## src/rtl/divisor_secuencial_8bits_pkg.sv

```systemverilog
// Shared constants and state type for the sequential 8-bit restoring divider.
package divisor_secuencial_8bits_pkg;

    localparam int DIV_WIDTH  = 8;
    localparam int DIV_N_ITER = 8;
    localparam int DIV_CNT_W  = 3;

    // Encoding 2'd3 is never entered; the FSM treats it like ST_IDLE.
    typedef enum logic [1:0] {
        ST_IDLE = 2'd0,
        ST_RUN  = 2'd1,
        ST_DONE = 2'd2
    } div_state_t;

endpackage

```

## src/rtl/restador_8bits_1.sv

```systemverilog
// 8-bit subtractor: D = A - B with unsigned borrow and signed overflow flags.
module restador_8bits_1 (
    input  logic [7:0] A,
    input  logic [7:0] B,
    output logic [7:0] D,
    output logic       Borrow,
    output logic       Ovf
);

    logic [8:0] w_full;

    assign w_full = {1'b0, A} - {1'b0, B};
    assign D      = w_full[7:0];
    assign Borrow = w_full[8];
    assign Ovf    = (A[7] ^ B[7]) & (A[7] ^ D[7]);

endmodule

```

## src/rtl/divisor_secuencial_8bits.sv

```systemverilog
// Sequential unsigned 8-bit restoring divider, one quotient bit per clock,
// built around a single shared restador_8bits_1 subtractor.
module divisor_secuencial_8bits
    import divisor_secuencial_8bits_pkg::*;
#(
    parameter int WIDTH  = DIV_WIDTH,
    parameter int N_ITER = DIV_N_ITER
) (
    input  logic             clk,
    input  logic             rst_n,
    input  logic             start,
    input  logic [WIDTH-1:0] A,
    input  logic [WIDTH-1:0] B,
    output logic [WIDTH-1:0] Q,
    output logic [WIDTH-1:0] R,
    output logic             busy,
    output logic             done,
    output logic             div_zero
);

    localparam logic [DIV_CNT_W-1:0] LAST_CNT = DIV_CNT_W'(N_ITER - 1);

    div_state_t           r_state;
    div_state_t           w_state_next;
    logic [WIDTH-1:0]     r_acc;
    logic [WIDTH-1:0]     r_qsh;
    logic [WIDTH-1:0]     r_bq;
    logic [DIV_CNT_W-1:0] r_cnt;

    logic [WIDTH-1:0]     w_trial;
    logic [WIDTH-1:0]     w_diff;
    logic                 w_borrow;
    logic                 w_ovf_unused;
    logic [WIDTH-1:0]     w_acc_next;
    logic [WIDTH-1:0]     w_qsh_next;
    logic                 w_last;
    logic                 w_accept;

    // acc[7] is always 0 during RUN, so dropping it in the shift loses nothing.
    assign w_trial = {r_acc[WIDTH-2:0], r_qsh[WIDTH-1]};

    restador_8bits_1 u_rest (
        .A      (w_trial),
        .B      (r_bq),
        .D      (w_diff),
        .Borrow (w_borrow),
        .Ovf    (w_ovf_unused)
    );

    assign w_acc_next = w_borrow ? w_trial : w_diff;
    assign w_qsh_next = {r_qsh[WIDTH-2:0], ~w_borrow};
    assign w_last     = (r_cnt == LAST_CNT);
    assign w_accept   = start && (r_state != ST_RUN);

    always_comb begin
        w_state_next = r_state;
        busy         = 1'b0;
        done         = 1'b0;
        case (r_state)
            ST_RUN: begin
                busy = 1'b1;
                if (w_last)
                    w_state_next = ST_DONE;
            end
            ST_DONE: begin
                done         = 1'b1;
                w_state_next = start ? ST_RUN : ST_IDLE;
            end
            default: begin
                w_state_next = start ? ST_RUN : ST_IDLE;
            end
        endcase
    end

    always_ff @(posedge clk or negedge rst_n) begin
        if (!rst_n) begin
            r_state  <= ST_IDLE;
            r_acc    <= '0;
            r_qsh    <= '0;
            r_bq     <= '0;
            r_cnt    <= '0;
            Q        <= '0;
            R        <= '0;
            div_zero <= 1'b0;
        end else begin
            r_state <= w_state_next;
            if (w_accept) begin
                r_acc    <= '0;
                r_qsh    <= A;
                r_bq     <= B;
                r_cnt    <= '0;
                div_zero <= (B == '0);
            end else if (r_state == ST_RUN) begin
                r_acc <= w_acc_next;
                r_qsh <= w_qsh_next;
                r_cnt <= r_cnt + 1'b1;
                if (w_last) begin
                    Q <= w_qsh_next;
                    R <= w_acc_next;
                end
            end
        end
    end

endmodule

```

## config.mk

```make
export PLATFORM = sky130hd
export DESIGN_NAME = divisor_secuencial_8bits
export DESIGN_NICKNAME = d
export VERILOG_FILES = /design/src/rtl/divisor_secuencial_8bits_pkg.sv /design/src/rtl/restador_8bits_1.sv /design/src/rtl/divisor_secuencial_8bits.sv
export SDC_FILE = /design/constraint.sdc
export NUM_CORES = 1
export LEC_CHECK = 0
export CAP_MARGIN = 15
export CORE_ASPECT_RATIO = 1.1
export CORE_MARGIN = 4
export CORE_UTILIZATION = 57
export CTS_CLUSTER_DIAMETER = 50
export CTS_CLUSTER_SIZE = 40
export DETAILED_ROUTE_END_ITERATION = 8
export PLACE_DENSITY = 0.82
export SETUP_SLACK_MARGIN = 0.5
export SYNTH_ARGS = -nofsm -noshare
export SYNTH_HDL_FRONTEND = slang
export SYNTH_SLANG_ARGS = --single-unit
```

## constraint.sdc

```tcl
create_clock -name clk -period 5.6 [get_ports clk]
set_input_delay 1.4 -clock clk [delete_from_list [all_inputs] [get_ports clk]]
set_output_delay 1.4 -clock clk [all_outputs]
set_load 0.05 [all_outputs]
```

==> qor.yml <==
ant_nets: 0
tightest_slew_ns: 0.949
place.gp.congestion: 0.859
syn2layout_area_growth_pct: 20.9
path_cells: "nand2b_1 -> inv_1 -> clkdlybuf4s50_1"
status: "complete, no violations"
wl_met1_um: 2010
cts_resized: 0
worst_path_largest_cell_delay_ns: 0.91
drc: 0
final_area_mm2: 0.00275
slew_viol_final: 0
synth_flop_cell: "dfrtp_1"
syn_nets: 259
clkLatencyLatePin_ns: 0.30
track_usage_pct: 20.7
grt_max_degree: 46
clock_skew_ns: 0.00716
drt-total-wl_um: 4350
clockBufferDepth: 2
netlist_top_cells_area: "dfrtp_1, nand2_1, mux2i_1"
cts_root_buf: "clkbuf_8"
dp_hpwl_um: 3220
critPathLaunchType: "register"
ys_types: 38
finalCritPeriodShare_pct: 70.0
post_drt_wl_per_cell_um: 13.8
path_max_fanout: 23
grt_pass1_wl_um: 7780
portBuffers: 37
finalCriticalPeriod_ns: 3.92
drt_iter0_markers: 109
worst_hold_path_type: "reg2reg"
synthCells: 229
arrival_ns: 2.52
clkTransAtPathRegs_ns: 0.08
ctsHoldBuffers: 0
synth_edf_count: 0
p_per_area_mw_per_mm2: 677
tns_ns: 0
n_antenna_cell: 0
synth.avg_cell_area_um2: 9.94
synth_warnings: 0
fmax_mhz: 255
overflow: 0
final_common_cell: "nand2_1"
vias_per_cell: 5.51
die_height_um: 74.3
num-fill-cells: 276
io-pin-count: 38
hold_viol: 0
die_area_mm2: 0.00507
async_flop_share_pct: 100
synth_top_area_share_pct: 49.5
start_util_pct: 60.9
die_w_um: 68.3
dpl_cell_area_mm2: 0.00266
drt_first_pass_iters: 4
leakage_nw: 1.29
cts.sink_count: 45
core_area_mm2: 0.00374
ir_drop_uv: 394
crit_family: "buffers and inverters"
crit_path_end_kind: "output pin"
finalSetupViolations: 0
highest_layer: "met4"
critPathRequiredTime_ns: 4.20
antenna_found_initial: 0
wl_met3_um: 195
path_buf_inv: 2
via_count: 1731
crit_type: "reg2out"
synth_seq_cells: 45
relSlewSlack_pct: 36.8
netlist_area_mm2: 0.00228
cts_tree: "done"
numCtsBuffers: 5
rsz0062_at_grt: "false"
grt_pass1_vias: 1712
ctsHtreeMaxLevel: 2
synth-seq-area-share_pct: 49.5
yosysTopAreaCell: "dfrtp_1"
max_cap_viol_count: 0
drive_above_1_share_pct: 7.95
slowest_stage: "clkdlybuf4s50_1"
fin_nets: 293
final_cell_mix: "nand2_1, dfrtp_1, clkdlybuf4s50_1, o21ai_0, inv_1"
wl_met2_um: 2080
cts_setup_buffers: 0
num_rows: 23
[Yosys cell counts (4+ instances only)]
master	instances
clkbuf_1	7
dfrtp_1	45
mux2_2	10
o21ai_1	10
o21ai_0	18
a21oi_1	4
nand3b_1	9
nand2_1	46
nor2_1	5
inv_1	15
mux2i_1	13
ha_1	10
[flip-flops by register name, indices dropped and copies added (netlist names)]
name / count
Q: 8
R: 8
r_bq: 8
r_qsh: 8
r_acc: 7
r_cnt: 3
r_state: 2
div_zero: 1
[kinds of logic after synthesis]
family / count (synthesis) / share of synthesized area, %
simple gates: 75 / 15.6
buf+inv: 25 / 4.56
mux: 23 / 10.7
compound gates: 49 / 13.0
xor+xnor: 1 / 0.385
flops: 45 / 49.5
fa+ha+maj: 11 / 6.37
[path summary, 6_finish.rpt]
kind / start / endpoint / slack (ns) / cells past startpoint
setup / recovery: r_state[1] / busy / 1.68 / 3
hold / removal: R[7] / R[7] / 0.48 / 2
setup reg to reg: r_state[1] / R[7] / 2.53 / 7
hold reg to reg: R[7] / R[7] / 0.48 / 2
max in group asynchronous: rst_n / r_bq[5] / 3.77 / 1
min in group asynchronous: rst_n / Q[7] / 1.25 / 1
[per-stage QoR]
stage          hold WS (ns)  setup WS [ns]  power [W]  instances  utilization [%]
6_report              0.476           1.68    0.00186        314             73.6
5_1_grt               0.512           1.46    0.00203        314             73.6
4_1_cts               0.485           1.67    0.00188        314             73.6
3_5_place_dp          0.466           2.01    0.00166        306             71.0
3_3_place_gp          0.458           2.02    0.00163        306             71.0
2_1_floorplan         0.460           2.82    0.00140        229                -
[report_power, final]
group	leakage (nW)	internal, W	switching, W
sequential	0.560	0.000476	0.0000900
combinational	0.675	0.000424	0.000665
clock	0.0512	0.000100	0.000110
[worst reg2reg max path: stages (launching register included)]
cell	delay [ns]
dfrtp_1	0.37
nand2b_1	0.38
inv_1	0.56
nand2_1	0.62
inv_1	0.54
o2111ai_1	0.17
mux2_2	0.30
nand3_1	0.07
[layout make-up]
cell class / instances / area [um^2] / area share, %
Clock inverter: 2 / 13.8 / 0.500
Sequential cell: 45 / 1130 / 40.9
Tap cell: 50 / 62.6 / 2.27
Multi-Input combinational cell: 159 / 1050 / 38.0
Timing Repair Buffer: 37 / 365 / 13.3
Inverter: 15 / 56.3 / 2.04
Clock buffer: 6 / 82.6 / 3.00
[layer usage]
layer | vias to the layer above | global-route usage (%)
li1 | 866 | -
met2 | 34 | 31.7
met3 | 7 | 5.74
met1 | 824 | 28.2
met5 | - | 0
met4 | 0 | 7.51
Note: power is estimated with default switching activity, not from simulation.
